`config.mk`:
```
export PLATFORM = sky130hd
export DESIGN_NAME = sdm_dac
export DESIGN_NICKNAME = d
export VERILOG_FILES = /design/src/rtl/sdm_dac.sv
export SDC_FILE = /design/constraint.sdc
export NUM_CORES = 1
export LEC_CHECK = 0
export CAP_MARGIN = 25
export CORE_AREA = 2 2 117 96
export DETAILED_ROUTE_END_ITERATION = 8
export DIE_AREA = 0 0 119 98
export GPL_TIMING_DRIVEN = 0
export HOLD_SLACK_MARGIN = 0.05
export RECOVER_POWER = 50
export SKIP_LAST_GASP = 1
export SLEW_MARGIN = 10
export SYNTH_ARGS = -nofsm -noshare
export SYNTH_HDL_FRONTEND = slang
export SYNTH_SLANG_ARGS = --single-unit
```
`constraint.sdc`:
```
create_clock -name clock -period 2.8 [get_ports clock]
set_input_delay 0.42 -clock clock [delete_from_list [all_inputs] [get_ports clock]]
set_output_delay 0.42 -clock clock [all_outputs]
set_load 0.02 [all_outputs]
```
`src/rtl/sdm_dac.sv`:
```
// rtl/sdm_dac.sv - first-order sigma-delta DAC with a small sample FIFO
// Each sample drives the modulator for OSR clocks; the accumulator residue carries across samples.
module sdm_dac #(
  parameter int DATA_BITS  = 8,
  parameter int OSR        = 64,
  parameter int FIFO_DEPTH = 4
) (
  input  logic                              clock,
  input  logic                              reset_n,
  input  logic [DATA_BITS-1:0]              sample_in,
  input  logic                              sample_valid,
  output logic                              sample_ready,
  input  logic                              enable,
  input  logic                              underrun_clr,
  output logic                              dac_out,
  output logic                              sample_strobe,
  output logic                              underrun,
  output logic [$clog2(FIFO_DEPTH):0]       fifo_level
);

  localparam int PW = $clog2(FIFO_DEPTH);
  localparam int LW = PW + 1;
  localparam int CW = $clog2(OSR);

  typedef enum logic {IDLE, RUN} state_t;

  state_t               state;
  logic [DATA_BITS-1:0] mem [FIFO_DEPTH];
  logic [PW:0]          wr_ptr;
  logic [PW:0]          rd_ptr;
  logic                 ready_en;
  logic [DATA_BITS-1:0] hold;
  logic [DATA_BITS:0]   acc;
  logic [CW-1:0]        counter;

  logic                 full;
  logic                 empty;
  logic                 push;
  logic                 pop;
  logic                 at_boundary;
  logic                 underrun_set;
  logic [DATA_BITS:0]   sum;
  logic [DATA_BITS-1:0] head;

  assign fifo_level   = LW'(wr_ptr - rd_ptr);
  assign full         = (fifo_level == LW'(FIFO_DEPTH));
  assign empty        = (fifo_level == '0);
  // ready_en keeps sample_ready low while reset is held and rises on the first clock after release
  assign sample_ready = ready_en && !full;
  assign push         = sample_valid && sample_ready;
  assign head         = mem[rd_ptr[PW-1:0]];
  assign at_boundary  = (counter == CW'(OSR - 1));
  assign pop          = enable && !empty && ((state == IDLE) || at_boundary);
  assign underrun_set = (state == RUN) && enable && at_boundary && empty;
  assign sum          = {1'b0, acc[DATA_BITS-1:0]} + {1'b0, hold};

  always_ff @(posedge clock) begin
    if (push) begin
      mem[wr_ptr[PW-1:0]] <= sample_in;
    end
  end

  always_ff @(posedge clock or negedge reset_n) begin
    if (!reset_n) begin
      wr_ptr   <= '0;
      rd_ptr   <= '0;
      ready_en <= 1'b0;
    end else begin
      ready_en <= 1'b1;
      if (push) wr_ptr <= wr_ptr + 1'b1;
      if (pop)  rd_ptr <= rd_ptr + 1'b1;
    end
  end

  always_ff @(posedge clock or negedge reset_n) begin
    if (!reset_n) begin
      state         <= IDLE;
      hold          <= '0;
      acc           <= '0;
      counter       <= '0;
      dac_out       <= 1'b0;
      sample_strobe <= 1'b0;
    end else begin
      sample_strobe <= 1'b0;
      case (state)
        IDLE: begin
          dac_out <= 1'b0;
          acc     <= '0;
          if (pop) begin
            hold          <= head;
            counter       <= '0;
            sample_strobe <= 1'b1;
            state         <= RUN;
          end
        end
        RUN: begin
          if (!enable) begin
            state   <= IDLE;
            acc     <= '0;
            dac_out <= 1'b0;
            counter <= '0;
          end else begin
            dac_out <= sum[DATA_BITS];
            acc     <= sum;
            if (at_boundary) begin
              counter <= '0;
              // an empty FIFO leaves hold untouched so the last sample repeats
              if (pop) begin
                hold          <= head;
                sample_strobe <= 1'b1;
              end
            end else begin
              counter <= counter + CW'(1);
            end
          end
        end
        default: state <= IDLE;
      endcase
    end
  end

  always_ff @(posedge clock or negedge reset_n) begin
    if (!reset_n) begin
      underrun <= 1'b0;
    end else if (underrun_set) begin
      underrun <= 1'b1;
    end else if (underrun_clr) begin
      underrun <= 1'b0;
    end
  end

endmodule
```
== Yosys cells after proc, flatten, opt, wreduce, memory -nomap -nowiden ==
Memory sizes are Yosys's and may differ from the RTL's.
Index checks and enable logic that the tools add are counted.

* Equality and inequality tests: 5
* Add/sub/neg operators: 5
* Bitwise gates (word level): 1
* Multiplexer cells: 22
* Reduce and logical (&&, ||, !) cells: 13

{| class="wikitable"
|+ Operators with widths
! cell !! number
|-
| $mux W8 || 4
|-
| $pmux W8 S2 || 2
|-
| $mux W6 || 3
|-
| $pmux W6 S2 || 1
|-
| $add A8 B8 Y9 || 1
|-
| $mux W1 || 9
|-
| $logic_and A1 B1 Y1 || 7
|-
| $add A3 B1 Y3 const B || 2
|-
| $add A6 B1 Y6 const B || 1
|-
| $eq A6 B6 Y1 const B || 1
|-
| $pmux W1 S2 || 3
|-
| $ne A2 B2 Y1 const B || 2
|-
| $eq A3 B3 Y1 const B || 1
|-
| $logic_not A3 Y1 || 1
|-
| $sub A3 B3 Y3 || 1
|-
| $logic_not A1 Y1 || 2
|-
| $ne A2 B1 Y1 const B || 1
|-
| $reduce_and A2 Y1 || 1
|-
| $reduce_bool A2 Y1 || 1
|-
| $logic_or A1 B1 Y1 || 1
|-
| $not A1 Y1 || 1
|}

* Logic and storage cells: 57
* Bits in writable memories: 32
* Output and inout port bits: 7
* Register bits after elaboration: 33
* Bits of input ports: 13
* Memories: 1

{| class="wikitable"
|+ Memories
! name !! words !! width !! rd ports !! clocked after Yosys merged registers in !! wr ports !! RTL line !! RTL
|-
| mem || 4 || 8 || 1 || 0 || 1 || 28 || <nowiki>logic [DATA_BITS-1:0] mem [FIFO_DEPTH];</nowiki>
|}

== Depth between registers and ports, before layout ==
* Depth after elaboration: 9
* Depth in mapped cells: 9
* Gate-level depth less buffers: 8

== Worst setup path before layout ==
OpenSTA, ideal clock, no wires.

* Path type: flip-flop to flip-flop
* Start: register wr_ptr[0]
* End: memory mem[3][0] (enable)
* Arrival: 1.996 ns
* Setup time: 0.339 ns
* Buffers on the path: 0
* Data required time: 2.461 ns
* Path slack: 0.465 ns
* Clock period less this slack: 2.335 ns
* Stages on the path, launching flop included: 8
* Cells stage by stage: dfrtp_1 -> inv_1 -> ha_1 -> fa_1 -> inv_1 -> nor3_1 -> nor2_1 -> and2_1

* Word-level cells in the longest chain between the ends: 7

{| class="wikitable"
|+ Ends and longest elaborated chain
! item !! RTL line !! RTL
|-
| start, declared || 29 || <nowiki>logic [PW:0] wr_ptr;</nowiki>
|-
| start signal, assigned || 70 || <nowiki>if (push) wr_ptr <= wr_ptr + 1'b1;</nowiki>
|-
| $sub A3 B3 Y3 || 45 || <nowiki>assign fifo_level = LW'(wr_ptr - rd_ptr);</nowiki>
|-
| net fifo_level[1] || 18 || <nowiki>output logic [$clog2(FIFO_DEPTH):0] fifo_level</nowiki>
|-
| $eq A3 B3 Y1 || 46 || <nowiki>assign full = (fifo_level == LW'(FIFO_DEPTH));</nowiki>
|-
| $logic_not A1 Y1 || 49 || <nowiki>assign sample_ready = ready_en && !full;</nowiki>
|-
| $logic_and A1 B1 Y1 || 49 ||
|-
| $logic_and A1 B1 Y1 || 50 || <nowiki>assign push = sample_valid && sample_ready;</nowiki>
|-
| $mux W1 || 58 || <nowiki>if (push) begin</nowiki>
|-
| $mux W1 (not written as such) || 59 || <nowiki>mem[wr_ptr[PW-1:0]] <= sample_in;</nowiki>
|-
| end, declared || 28 ||
|}

The timed path passes the listed nets, and every way through them passes these cells.

== Final worst setup path ==
* Start: register wr_ptr[0]
* End: output fifo_level[1]

* Word-level cells in the longest chain between the ends: 1

{| class="wikitable"
|+ Ends and longest elaborated chain
! item !! RTL line
|-
| $sub A3 B3 Y3 || 45
|-
| end, declared || 18
|}

No other way between the ends.

==> reports/results.tsv <==
stage	metric	value	unit
outcome	run_status	finished, violations left	
outcome	violations	capacitance limit, slew limit	
cts	clockBufferDepth	2	
layout	multi_input_area	1039	sq um
grt	grt_pass1_wl	7728	um
placement	place_area	3247	sq um
placement	io_buffers	19	
layout	seqCellArea	1787	sq um
logic_synthesis	synth_top_family_by_area	multiplexers	
logic_synthesis	syn-num-nets	222	
routing	ant_nets	0	
placement	place_hpwl	3249	um
layout	drive_gt1_share	17.18	%
pwr	cellPowerDensity	1158	nW/um^2
pwr	vdd_drop_max	0.3602	mV
layout	fill_cells	1035	
critical_path	critPathSlowestCell	clkdlybuf4s50_1	
logic_synthesis	synthCells	192	
critical_path	crit_arrival	2.22	ns
grt	gr-total-overflow	0	
cts	cts_buffers	9	
cts	cts.sinks	65	
logic_synthesis	syn_area_per_cell	15.01	sq um
logic_synthesis	seq_area_frac_synth	62.01	%
timing	finalClockSkew	0.005237	ns
critical_path	crit_path_frequent_cell	inv_1	
worst_hold_path	hold_path.class	flip-flop to flip-flop	
timing	final_max_slew_viol_count	34	
grt	grt.total_usage	8.817	%
floorplanning	dieWidth	119	um
floorplanning	initial_core_util	27.20	%
logic_synthesis	synth-compound-area-share	4.993	%
logic_synthesis	synth-seq-cells	65	
cts	clk_latency	0.33	ns
grt	antenna_found_initial	0	
logic_synthesis	synth_adder_area_share	7.903	%
layout	nets	252	
routing	wl_per_cell	12.74	um
placement	gp_congestion	0.7452	
critical_path	cp-start-kind	flip-flop	
timing	post-route-min-period	2.644	ns
cts	cts_tree	yes	
timing	hold_viol	0	
cts	hold_buffers	0	
routing	drc	0	
floorplanning	dieArea	11660	sq um
timing	post-route-period-util	94.42	%
timing	rsz0062_at_grt	no	
cts	cts_setup_buffers	0	
logic_synthesis	yosys_warnings	0	
routing	vias	1557	
timing	fmax	378.3	MHz
floorplanning	row_count	34	
floorplanning	fp.dieH	98	um
floorplanning	boundaryPins	20	
timing	tightest_slew	1.780	ns
critical_path	required	2.38	ns
floorplanning	core_area	10590	sq um
critical_path	critical_path_class	flip-flop to primary output	
logic_synthesis	synth-simple-area-share	7.990	%
routing	vias_per_cell	4.197	
layout	final_cell_area	3578	sq um
critical_path	worstPathCellList	inv_1, ha_1, fa_1, inv_1, clkdlybuf4s50_1	
grt	grt_pass1_vias	1572	
logic_synthesis	ys_types	33	
flow_run	cap_violations	1	
routing	wl	4728	um
logic_synthesis	synth_area_leaders	edfxtp_1, dfrtp_1, ha_1, mux4_2, mux2_4	
routing	drtIter0Drc	38	
logic_synthesis	synth_xor_area_share	4.168	%
routing	firstDrtPassIters	4	
cts	path_clk_slew	0.06	ns
timing	final.setup.tns	0	ns
cts	clockRootBuffer	clkbuf_16	
critical_path	endpoint_kind	primary output	
grt	grt_start_max_net_pins	34	
logic_synthesis	synth_top_area_share	33.35	%
timing	max_slew_margin	-18.65	%
cts	h-tree-depth	3	
logic_synthesis	synthMuxAreaShare	10.68	%
logic_synthesis	synth_top_area_cell	edfxtp_1	
critical_path	max_stage_delay	0.60	ns
logic_synthesis	synthesis.area	2882	sq um
timing	setup_viol	0	
layout	area_delta_synth_final	24.19	%
critical_path	cp_max_fo	4	
pwr	p_leak	1.448	nW
layout	diodes	0	
==> cells in the mapped netlist <==
library cell,number
and3_1,4
xor2_1,5
nor3_1,2
mux2_4,7
buf_1,2
a21boi_4,1
o32ai_1,1
inv_1,9
nor2_1,10
nand3_1,4
nor3b_1,2
buf_12,1
conb_1,1
edfxtp_1,32
xnor2_1,6
or3_1,2
xnor3_2,1
mux4_2,8
nor2b_1,2
and2_1,5
nand2_1,13
o21ai_0,11
o21a_1,2
nand2_4,1
o41a_1,1
dfrtp_1,33
a21oi_1,4
a22o_1,1
ha_1,15
fa_1,2
mux2_2,2
or2_2,1
a31oi_1,1
==> critical path, delay by kind of cell (launching register included) <==
kind	cells	cell delay, ns
adders and majority gates	2	0.64
DFF	1	0.40
buffers and inverters	3	0.86
==> metrics by stage <==
stage | std cells | worst slack (ns) | power, mW | hold slack (ns) | utilization (%)
after global placement | 355 | 0.1527 | 2.927 | 0.4664 | 30.70
after floorplan | 192 | 0.4651 | 2.526 | 0.1244 | -
after CTS | 371 | 0.02898 | 4.193 | 0.1898 | 33.72
final | 371 | 0.1563 | 4.144 | 0.4802 | 33.78
after detailed placement | 355 | 0.1419 | 2.960 | 0.4673 | 30.65
after global routing | 371 | 0.004454 | 4.413 | 0.4977 | 33.78
==> placed cells by master, fill, tap and decap left out, drive strengths merged, types with 9 or more instances in the layout <==
master and n:
clkbuf 10, dfrtp 33, edfxtp 32, ha 15, inv 12, mux2 9, nand2 14, nor2 10
o21ai 11
==> repair_timing <==
action / 4_1_cts / 5_1_grt
gates resized for setup: 1 / 2
gates cloned: 0 / 0
setup endpoints to repair: 1 / 10
==> final timing paths <==
check,startpoint,end,slack (ns),cells past startpoint
worst min register to register,rd_ptr[2],rd_ptr[2],0.48,1
worst min-delay path,rd_ptr[2],rd_ptr[2],0.48,1
max in group asynchronous,reset_n,state,1.21,1
min in group asynchronous,reset_n,hold[6],0.57,1
worst max-delay path,wr_ptr[0],fifo_level[1],0.16,5
worst max register to register,wr_ptr[0],mem[3][6],0.21,7
==> state kept, by name, indices dropped and copies added (netlist names) <==
name,flops
mem,32
acc,8
hold,8
counter,6
rd_ptr,3
wr_ptr,3
dac_out,1
ready_en,1
sample_strobe,1
state,1
underrun,1
==> layer usage <==
metal  up-vias  part of all wire (%)  track usage [%]
met2        24                    47            13.09
met4         0                   1.5            3.388
met5         -                     0                0
met1       771                    47            11.19
met3         8                   4.8            4.147
li1        754                     -                -
==> where the power goes <==
group / internal, mW / total (mW) / switching, mW
logic: 0.780 / 1.53 / 0.753
registers: 1.25 / 1.40 / 0.144
clock network: 0.789 / 1.21 / 0.425
total: 2.82 / 4.14 / 1.32
==> final cells by class <==
type | instances | share of cell area [%]
Tap cell | 144 | 5.035
Inverter | 9 | 0.9441
Timing Repair Buffer | 19 | 5.175
Clock buffer | 9 | 6.294
Clock inverter | 7 | 2.832
Multi-Input combinational cell | 115 | 29.02
Sequential cell | 65 | 49.93
Buffer | 3 | 0.7692
==> logic make-up after synthesis <==
kind of cell             Yosys count
adder cells (fa/ha/maj)           17
multiplexers                      17
XOR/XNOR                          12
other                              1
buffers and inverters             12
flip-flops                        65
AND/OR/NAND/NOR                   46
AO/OA/AOI/OAI                     22
No activity file was read; power rests on OpenSTA's default activity.
